==> config.mk <==
export PLATFORM = sky130hd
export DESIGN_NAME = washmachine_phase_timer
export DESIGN_NICKNAME = d
export VERILOG_FILES = /design/src/rtl/washmachine_phase_timer.sv
export SDC_FILE = /design/constraint.sdc
export NUM_CORES = 1
export LEC_CHECK = 0
export ABC_AREA = 1
export BUFFER_PORTS_ARGS = -buffer_cell sky130_fd_sc_hd__buf_2
export CAP_MARGIN = 20
export CORE_MARGIN = 2
export CORE_UTILIZATION = 50
export DETAILED_ROUTE_END_ITERATION = 12
export PLACE_DENSITY = 0.8
export SYNTH_ARGS = -nofsm -noshare
export SYNTH_HDL_FRONTEND = slang
export SYNTH_SLANG_ARGS = --single-unit
==> constraint.sdc <==
create_clock -name clk -period 1.5 [get_ports clk]
set_input_delay 0.3 -clock clk [delete_from_list [all_inputs] [get_ports clk]]
set_output_delay 0.3 -clock clk [all_outputs]
set_load 0.02 [all_outputs]
==> src/rtl/washmachine_phase_timer.sv <==
// Phase-duration timer for the washing-machine controller: times wash/water/dewater/alarm
// phases from the controller's Gray-coded state and returns level "time up" flags.
module washmachine_phase_timer #(
  parameter int TICK_DIV    = 50000000,
  parameter int CNT_W       = 8,
  parameter int WASH_SEC    = 30,
  parameter int WATER_SEC   = 10,
  parameter int DEWATER_SEC = 20,
  parameter int ALARM_SEC   = 5
) (
  input  logic             clk,
  input  logic             reset,
  input  logic [2:0]       state_in,
  input  logic             pause,
  output logic             wash,
  output logic             water,
  output logic             dewater,
  output logic             alarm,
  output logic [CNT_W-1:0] sec_left,
  output logic             tick
);

  localparam int PS_W = (TICK_DIV > 1) ? $clog2(TICK_DIV) : 1;
  localparam logic [PS_W-1:0]  PS_MAX  = PS_W'(TICK_DIV - 1);
  localparam logic [PS_W-1:0]  PS_ONE  = PS_W'(1);
  localparam logic [CNT_W-1:0] CNT_ONE = CNT_W'(1);

  localparam logic [2:0] ST_WASH    = 3'b011;
  localparam logic [2:0] ST_WATER   = 3'b010;
  localparam logic [2:0] ST_DEWATER = 3'b110;
  localparam logic [2:0] ST_ALARM   = 3'b100;

  localparam logic [CNT_W-1:0] D_WASH    = CNT_W'(WASH_SEC);
  localparam logic [CNT_W-1:0] D_WATER   = CNT_W'(WATER_SEC);
  localparam logic [CNT_W-1:0] D_DEWATER = CNT_W'(DEWATER_SEC);
  localparam logic [CNT_W-1:0] D_ALARM   = CNT_W'(ALARM_SEC);

  typedef enum logic [1:0] {
    S_IDLE,
    S_RUN,
    S_EXPIRED
  } tstate_t;

  tstate_t          r_fsm;
  logic [2:0]       r_state_q;
  logic [PS_W-1:0]  r_prescaler;
  logic [CNT_W-1:0] r_count;
  logic [3:0]       r_done;      // {alarm, dewater, water, wash}
  logic             r_tick;

  logic             w_change;
  logic             w_timed;
  logic [CNT_W-1:0] w_dur;
  logic [3:0]       w_entry_done;
  logic [3:0]       w_run_done;

  assign w_change = (state_in != r_state_q);

  always_comb begin
    w_timed      = 1'b1;
    w_dur        = '0;
    w_entry_done = 4'b0000;
    case (state_in)
      ST_WASH:    begin w_dur = D_WASH;    w_entry_done = 4'b0001; end
      ST_WATER:   begin w_dur = D_WATER;   w_entry_done = 4'b0010; end
      ST_DEWATER: begin w_dur = D_DEWATER; w_entry_done = 4'b0100; end
      ST_ALARM:   begin w_dur = D_ALARM;   w_entry_done = 4'b1000; end
      default:    w_timed = 1'b0;
    endcase
  end

  // While running with no change, the sampled state is the phase being timed.
  always_comb begin
    w_run_done = 4'b0000;
    case (r_state_q)
      ST_WASH:    w_run_done = 4'b0001;
      ST_WATER:   w_run_done = 4'b0010;
      ST_DEWATER: w_run_done = 4'b0100;
      ST_ALARM:   w_run_done = 4'b1000;
      default:    w_run_done = 4'b0000;
    endcase
  end

  always_ff @(posedge clk) begin
    if (reset) begin
      r_fsm       <= S_IDLE;
      r_state_q   <= 3'b000;
      r_prescaler <= '0;
      r_count     <= '0;
      r_done      <= 4'b0000;
      r_tick      <= 1'b0;
    end else begin
      r_state_q <= state_in;
      r_tick    <= 1'b0;
      if (w_change) begin
        // A phase change outranks any tick or pause in the same cycle.
        r_prescaler <= '0;
        if (w_timed) begin
          r_count <= w_dur;
          if (w_dur == '0) begin
            r_fsm  <= S_EXPIRED;
            r_done <= w_entry_done;
          end else begin
            r_fsm  <= S_RUN;
            r_done <= 4'b0000;
          end
        end else begin
          r_fsm   <= S_IDLE;
          r_count <= '0;
          r_done  <= 4'b0000;
        end
      end else if (r_fsm == S_RUN && !pause) begin
        if (r_prescaler == PS_MAX) begin
          r_prescaler <= '0;
          r_tick      <= 1'b1;
          r_count     <= r_count - CNT_ONE;
          if (r_count == CNT_ONE) begin
            r_done <= w_run_done;
            r_fsm  <= S_EXPIRED;
          end
        end else begin
          r_prescaler <= r_prescaler + PS_ONE;
        end
      end
    end
  end

  assign wash     = r_done[0];
  assign water    = r_done[1];
  assign dewater  = r_done[2];
  assign alarm    = r_done[3];
  assign sec_left = r_count;
  assign tick     = r_tick;

endmodule

# Word-level counts from Yosys, hierarchy flattened
# Cells that the tools add are included.
[word_totals]
reg_bits = 44
input_bits = 6
output_inout_bits = 13
elab_cells = 54
[classes]
add_sub_neg = 2
n_eq_ne = 12
muxes = 22
bitwise_logic = 1
reduce_logical = 11
[ops]
columns = ["cell", "n"]
rows = [
  ["two-way mux 8 bit", 4],
  ["one-hot mux 4 bit (4 select lines)", 2],
  ["adder 26 x 1 -> 26 bit, second input constant", 1],
  ["== test 26 bit, second input constant", 1],
  ["two-way mux 26 bit", 1],
  ["two-way mux 4 bit", 6],
  ["one-hot mux 5 bit (4 select lines)", 1],
  ["== test 3 x 2 -> 1 bit, second input constant", 4],
  ["== test 3 bit, second input constant", 4],
  ["two-way mux 2 bit", 6],
  ["== test 8 x 1 -> 1 bit, second input constant", 1],
  ["zero test 8 bit", 1],
  ["subtractor 8 x 1 -> 8 bit, second input constant", 1],
  ["nonzero test 2 bit", 3],
  ["OR reduction 4 bit", 1],
  ["inequality test 3 bit", 1],
  ["AND reduction 3 bit", 1],
  ["OR reduction 3 bit", 1],
  ["== test 2 x 1 -> 1 bit, second input constant", 1],
  ["two-way mux 1 bit", 2],
  ["AND reduction 2 bit", 1],
  ["OR reduction 2 bit", 1],
  ["logical AND 1 bit", 1],
  ["zero test 1 bit", 1],
  ["NOT 1 bit", 1],
]

# Logic depth before layout (Yosys ltp)
# Gate-level depths: netlist of run 1.
[depth]
depth_word = 6
mapped_depth = 10
ltp_nobuf = 10

# Worst setup path after synthesis of run 1
# No wires, ideal clock.
[synth_timing]
path_kind = "reg2reg"
from = "reg r_prescaler[0]"
to = "reg r_prescaler[15]"
arrival_time_ns = 1.304
required_ns = 1.381
path_slack_ns = 0.077
stages_incl_launch_ff = 11
path_buffers = 0
cell_sequence = "dfxtp_1 -> ha_1 -> nand2_1 -> inv_1 -> nand3_1 -> nor2_4 -> nand2_4 -> nand3_4 -> inv_6 -> nand2_2 -> nor2_2"
[synth_between]
elab_chain_len = 2
[synth_lines]
columns = ["item", "line", "text"]
rows = [
  ["from (decl)", "46", "logic [PS_W-1:0] r_prescaler;"],
  ["from (signal assigned)", "122", "r_prescaler <= r_prescaler + PS_ONE;"],
  ["adder 26 x 1 -> 26 bit / == test 26 bit (equally long branches)", "122, 113", ""],
  ["two-way mux 26 bit *", "113", "if (r_prescaler == PS_MAX) begin"],
]
# Mark *: on every way between the ends. The rest lies on a longest branch, timed or not.
# A chain may end at the register's enable or synchronous reset.

# Worst setup path in the final report of run 1
[layout_timing]
from = "reg r_prescaler[0]"
to = "reg r_prescaler[12]"
# The elaborated chain is that of the path after synthesis.

==> key figures, run 1 <==
Global route
  – GRT Total Usage: about a fifth
  – Pin count of the biggest net entering global routing: 15
  – Initial antenna violation count: 0
  – Gr ovfl total: 0
  – Number of global-route vias before repair: 2,380
  – Wire length of the first global-routing pass: between 10,000 and 15,000 um

Die
  – Die span in y: 76.2 um
  – Initial Utilization: approximately 50%
  – Core Rows: 26
  – Core Area: around 0.005 sq mm
  – Die Span X: between 70 and 80 um
  – I/O pins: 19
  – Die area: 0.00580 sq mm

Clock network
  – Clock transition at path regs: about 0.090 ns
  – Bufs on Longest Clock Path: 2
  – Clock Latency Late Sink: roughly 0.31 ns
  – TritonCTS buffer count: 5
  – CTS tree: built
  – Clock root cell: clkbuf_8
  – Sink Count: 44
  – CTS H-Tree Depth: 2
  – Hold buffers post-CTS: 0

Power and ir drop
  – Worst vdd ir: between 0.4 and 0.5 mV
  – Power Total: approximately 2300 uW
  – Power per Cell Area: 720 mW/mm^2
  – LEAKAGE: between 0.001 and 0.0015 uW

Finish
  – Layout area overhead: 23.4%
  – Nets: 445
  – Non-Filler Instances: roughly 510
  – # diodes: 0
  – Commonest non-fill, non-tap cells in the layout: nand2_1 (73), nor2_1 (57), inv_1 (48)
  – Most common cell after layout, fill and taps aside: nand2_1
  – Share of post-route cells with drive strength above 1: a little under a third
  – Fillers: 449

Synthesis
  – Avg Inst Size Synth: slightly below 7 sq um
  – YS warnings: 0
  – Synth cell types: 31
  – Synthesized Nets: a little under 400
  – Mapped Area: 0.00260 sq mm
  – Register area share after synthesis: between 30% and 40%
  – Post-Syn Instances: 385
  – #FFs+latches synth: 44

Place
  – Dpl cells: around 500
  – # port buffers: 18
  – Dpl hpwl: between 4000 and 5000 um
  – Gpl congestion: roughly 0.86

STA
  – Final setup vio count: 0
  – Worst Tran Pin Value: approximately 0.46 ns
  – Final Cycle Share: a little over nine tenths
  – Rel. slew slack: 69.4%
  – Slew Limit Fails: 0
  – Unrepaired setup endpoints after global routing: yes
  – Min Tclk post-route: 1.45 ns
  – Worst clock skew: 0.0150 ns
  – Final hold vios: 0
  – Maximum clock frequency: between 600 and 700 MHz

Min path
  – Worst Hold Path Cells: 3
  – Hold endpoint: r_state_q[0]
  – Hold Path Class: input port to flop
  – Min-delay src: state_in[0]

Routing
  – Initial drt markers: about 190
  – Via Count: 2,595
  – DRC: 0
  – Vias per cell: between 5 and 6
  – DR pass1 iterations: 4
  – Routed WL: 6240 um
  – Post-DRT Antenna Nets: 0
  – WL per Instance: 12.3 um

Critical path
  – CP arrival: approximately 1.7 ns
  – Flop2flop setup slack: around 0.047 ns
  – Crit path capture type: flop
  – Crit start category: flop
  – Req. time, crit path: roughly 1.7 ns
  – Reg-to-Reg Start: r_prescaler[0]
  – Reg2reg end: r_prescaler[12]
  – Kind of critical path: flop to flop
  – Crit Path Max Fanout: 3
  – Reg2Reg Depth: 9

Run
  – Max-Cap Viols: 0

Outcome
  – Status: finished, final reports clean
==> power by group <==
group	internal (uW)	switching, uW
logic	108	186
registers	1180	21.8
clock network	373	442
==> critical path: stages (launching register included) <==
cell and delay, ns:
dfxtp_2 0.37, ha_4 0.15, nand2_4 0.07, nor2_2 0.10, nand2_2 0.10, nor2_4 0.14, nand2_2 0.08, nor2_2 0.14
xnor2_1 0.14, nor2_1 0.07
==> cell usage after synthesis (all sizes together) <==
library cell / number / area share (%)
nor2: 84 / 15
o21ai: 8 / 1.5
xor2: 11 / 3.7
o21bai: 2 / 0.58
inv: 54 / 8.0
clkinv: 1 / 0.34
nand2: 94 / 15
nor4: 1 / 0.24
a21oi: 16 / 3.1
nand3: 39 / 9.3
dfxtp: 44 / 34
xnor2: 4 / 1.3
nor3: 13 / 3.1
mux2i: 1 / 0.38
buf: 2 / 0.62
ha: 3 / 1.4
clkbuf: 1 / 0.14
or2: 1 / 0.24
nand4: 6 / 1.7
==> metal layers <==
layer	share of wire [%]	track usage (%)
met5	0	0
met4	3.1	9.27
met3	4.4	5.21
met2	50	36.7
met1	43	25.3
==> cell families (layout without fill, tap and decap cells) <==
family	Yosys count	count (layout)	share of synthesized area [%]
buffers and inverters	58	110	9.08
adders and majority gates	3	3	1.44
DFF	44	44	33.8
xor gates and xnor gates	15	15	5.05
and+or+nand+nor	238	238	45.0
AOI/OAI and AO/OA	26	26	5.19
muxes	1	1	0.384
==> flip-flops by register name, summed over array words and instances, names as in the netlist <==
signal,cells
r_state_q,3
r_fsm,2
r_prescaler,26
sec_left,8
r_done,4
tick,1
==> area by class of cell <==
class                           instances  area, sq um  area share [%]
Clock buffer                            6         82.6            2.57
Clock inverter                          2         15.0           0.467
Inverter                               55          219            6.81
Multi-Input combinational cell        283         1600            49.7
Sequential cell                        44          905            28.2
Tap cell                               70         87.6            2.73
Timing Repair Buffer                   47          308            9.58
==> through the flow <==
stage	worst slack (ns)	utilization [%]	cell area, sq um	hold slack, ns	setup TNS (ns)
floorplan	0.0770	-	2600	0.379	0
global placement	-0.00566	57.8	2930	0.451	-0.0297
detailed placement	-0.0588	57.8	2930	0.453	-0.426
CTS	0.00250	60.2	3050	0.265	0
global route	-0.0651	63.3	3210	0.267	-0.408
finish	0.0467	63.3	3210	0.269	0
==> how the worst max path moves through the flow <==
stage	startpoint	endpoint	slack [ns]	depth (start not counted)
after floorplan	r_prescaler[0]	r_prescaler[15]	0.08	10
after global placement	r_prescaler[0]	r_prescaler[21]	-0.006	10
after detailed placement	r_prescaler[1]	r_prescaler[15]	-0.06	10
after CTS	r_prescaler[22]	sec_left[3]	0.003	9
after global routing	r_prescaler[13]	sec_left[5]	-0.07	9
final	r_prescaler[0]	r_prescaler[12]	0.05	9
==> timing repair <==
item	in CTS	in global routing
pin swaps	1	12
setup endpoints to repair	10	34
buffers inserted	2	4
gates resized for setup	2	49
Power figures use the tool's default switching activity.
==> run 2, diff against run 1 <==
--- a/config.mk
+++ b/config.mk
@@ -12,6 +12,7 @@
 export CORE_UTILIZATION = 50
 export DETAILED_ROUTE_END_ITERATION = 12
 export PLACE_DENSITY = 0.8
+export RECOVER_POWER = 50
 export SYNTH_ARGS = -nofsm -noshare
 export SYNTH_HDL_FRONTEND = slang
 export SYNTH_SLANG_ARGS = --single-unit
==> key figures, run 2 (synthesized netlist as in run 1, its figures left out) <==
Outcome
  – Status: finished, final reports clean

STA
  – Final Cycle Share: 97.1% (+0.21 points)
  – Setup tns final: 0 ns (unchanged)
  – Maximum clock frequency: 687 MHz (-0.21%)
  – Worst clock skew: 0.0143 ns (-0.000646 ns)
  – Final setup vio count: 0 (unchanged)
  – Final hold vios: 0 (unchanged)
  – Min Tclk post-route: 1.46 ns (+0.00313 ns)
  – Worst Tran Pin Value: 0.500 ns (+0.0423 ns)
  – Rel. slew slack: 66.7% (-2.8 points)
  – Slew Limit Fails: 0 (unchanged)
  – Unrepaired setup endpoints after global routing: yes

Finish
  – Nets: 445 (unchanged)
  – Final Core Density: 63.0% (-0.30 points)
  – Layout area overhead: 22.8%
  – Share of post-route cells with drive strength above 1: 29.1% (-2.3 points)
  – Most common cell after layout, fill and taps aside: nand2_1
  – Biggest register: r_prescaler
  – Fillers: 460 (+2.4%)
  – Commonest non-fill, non-tap cells in the layout: nand2_1 (73), nor2_1 (57), inv_1 (48)
  – # diodes: 0 (unchanged)
  – Number of flip-flops in the largest register: 26 (unchanged)

Critical path
  – Reg2reg end: r_prescaler[12]
  – Crit path capture type: flop
  – Kind of critical path: flop to flop
  – Reg2Reg Depth: 9 (unchanged)
  – Crit Path Max Fanout: 3 (unchanged)
  – Flop2flop setup slack: 0.04 ns (about the same)
  – Reg-to-Reg Start: r_prescaler[0]
  – Req. time, crit path: 1.71 ns (about the same)
  – Crit start category: flop
  – CP arrival: 1.67 ns (about the same)

Global route
  – Layer with the highest usage: met2
  – Number of global-route vias before repair: 2,380 (unchanged)
  – Pin count of the biggest net entering global routing: 15 (unchanged)
  – Gr ovfl total: 0 (unchanged)
  – M2 GR Usage: 36.7% (unchanged)
  – Wire length of the first global-routing pass: 10,100 um (unchanged)
  – Initial antenna violation count: 0 (unchanged)
  – M3 GR Usage: 5.21% (unchanged)
  – GRT Total Usage: 21.3% (unchanged)
  – Met1 usage: 25.3% (unchanged)

Clock network
  – Clock Latency Late Sink: 0.31 ns (about the same)
  – Clock transition at path regs: 0.09 ns (about the same)
  – CTS tree: built
  – Sink Count: 44 (unchanged)
  – TritonCTS buffer count: 5 (unchanged)
  – Bufs on Longest Clock Path: 2 (unchanged)
  – Clock root cell: clkbuf_8
  – CTS H-Tree Depth: 2 (unchanged)

Routing
  – Initial drt markers: 178 (-4.8%)
  – Via Count: 2,591 (-0.15%)
  – Vias per cell: 5.11 (-0.15%)
  – DRC: 0 (unchanged)
  – Post-DRT Antenna Nets: 0 (unchanged)
  – DR pass1 iterations: 4 (unchanged)
  – WL per Instance: 12.3 um (about the same)
  – Routed WL: 6240 um (about the same)

Die
  – Die span in y: 76.2 um (unchanged)
  – I/O pins: 19 (unchanged)
  – Die area: 0.00580 sq mm (unchanged)
  – Core Rows: 26 (unchanged)
  – Core Area: 0.00507 sq mm (unchanged)
  – Initial Utilization: 51.3% (unchanged)
  – Die Span X: 76.2 um (unchanged)

Run
  – Max-Cap Viols: 0 (unchanged)

Power and ir drop
  – Power per Cell Area: 722 mW/mm^2 (+0.30%)
  – LEAKAGE: 0.00130 uW (-3.1%)
  – Worst vdd ir: 0.411 mV (-0.99%)

Min path
  – Worst Hold Path Cells: 3 (unchanged)
  – Min-delay src: state_in[0]
  – Hold Path Class: input port to flop
  – Hold endpoint: r_state_q[0]

Place
  – Gpl congestion: 0.861 (unchanged)
  – Dpl hpwl: 4480 um (unchanged)
  – # port buffers: 18 (unchanged)
run 2: per-stage QoR:
step                setup slack [ns]  cell area [sq um]  power [uW]  std cells  hold slack (ns)
floorplan                     0.0770               2600        1430        385            0.379
global placement            -0.00566               2930        1500        493            0.451
detailed placement           -0.0588               2930        1510        493            0.453
CTS                          0.00250               3050        2310        503            0.265
global route                 -0.0651               3200        2390        507            0.267
finish                        0.0436               3200        2310        507            0.270
run 2: layout make-up:
cell class,count,area [sq um],area share [%]
multi-input cells,283,1600,49.9
flip-flops and latches,44,905,28.3
repair buffers,47,293,9.15
inverters,55,219,6.85
well taps,70,87.6,2.74
clock buffers,6,82.6,2.58
clock inverters,2,15.0,0.469
run 2: worst max path at each step:
stage	startpoint	end	cells past startpoint
finish	r_prescaler[0]	r_prescaler[12]	9
global route	r_prescaler[13]	sec_left[5]	9
CTS	r_prescaler[22]	sec_left[3]	9
detailed placement	r_prescaler[1]	r_prescaler[15]	10
global placement	r_prescaler[0]	r_prescaler[21]	10
floorplan	r_prescaler[0]	r_prescaler[15]	10
run 2: timing repair:
action / 4_1_cts / 5_1_grt
setup endpoints to repair: 10 / 34
pin swaps: 1 / 12
setup buffers: 2 / 4
gates resized for setup: 2 / 49
hold endpoints to repair: 0 / 0
hold buffers: 0 / 0
run 2: where the power goes:
group / internal [uW] / switching, uW / total, uW
registers: 1180 / 22.0 / 1200
clock network: 373 / 440 / 814
logic: 106 / 186 / 292
run 2: metal layers:
layer	vias up	share of wire [%]
met5	-	0
met4	0	2.5
met3	15	5.0
met2	74	50
met1	1199	42
li1	1303	-
run 2: worst max-delay path, stage by stage, from the launching register on:
cell     delay [ns]
dfxtp_2        0.36
ha_4           0.15
nand2_4        0.07
nor2_2         0.10
nand2_2        0.10
nor2_4         0.14
nand2_2        0.08
nor2_2         0.15
xnor2_1        0.14
nor2_1         0.07
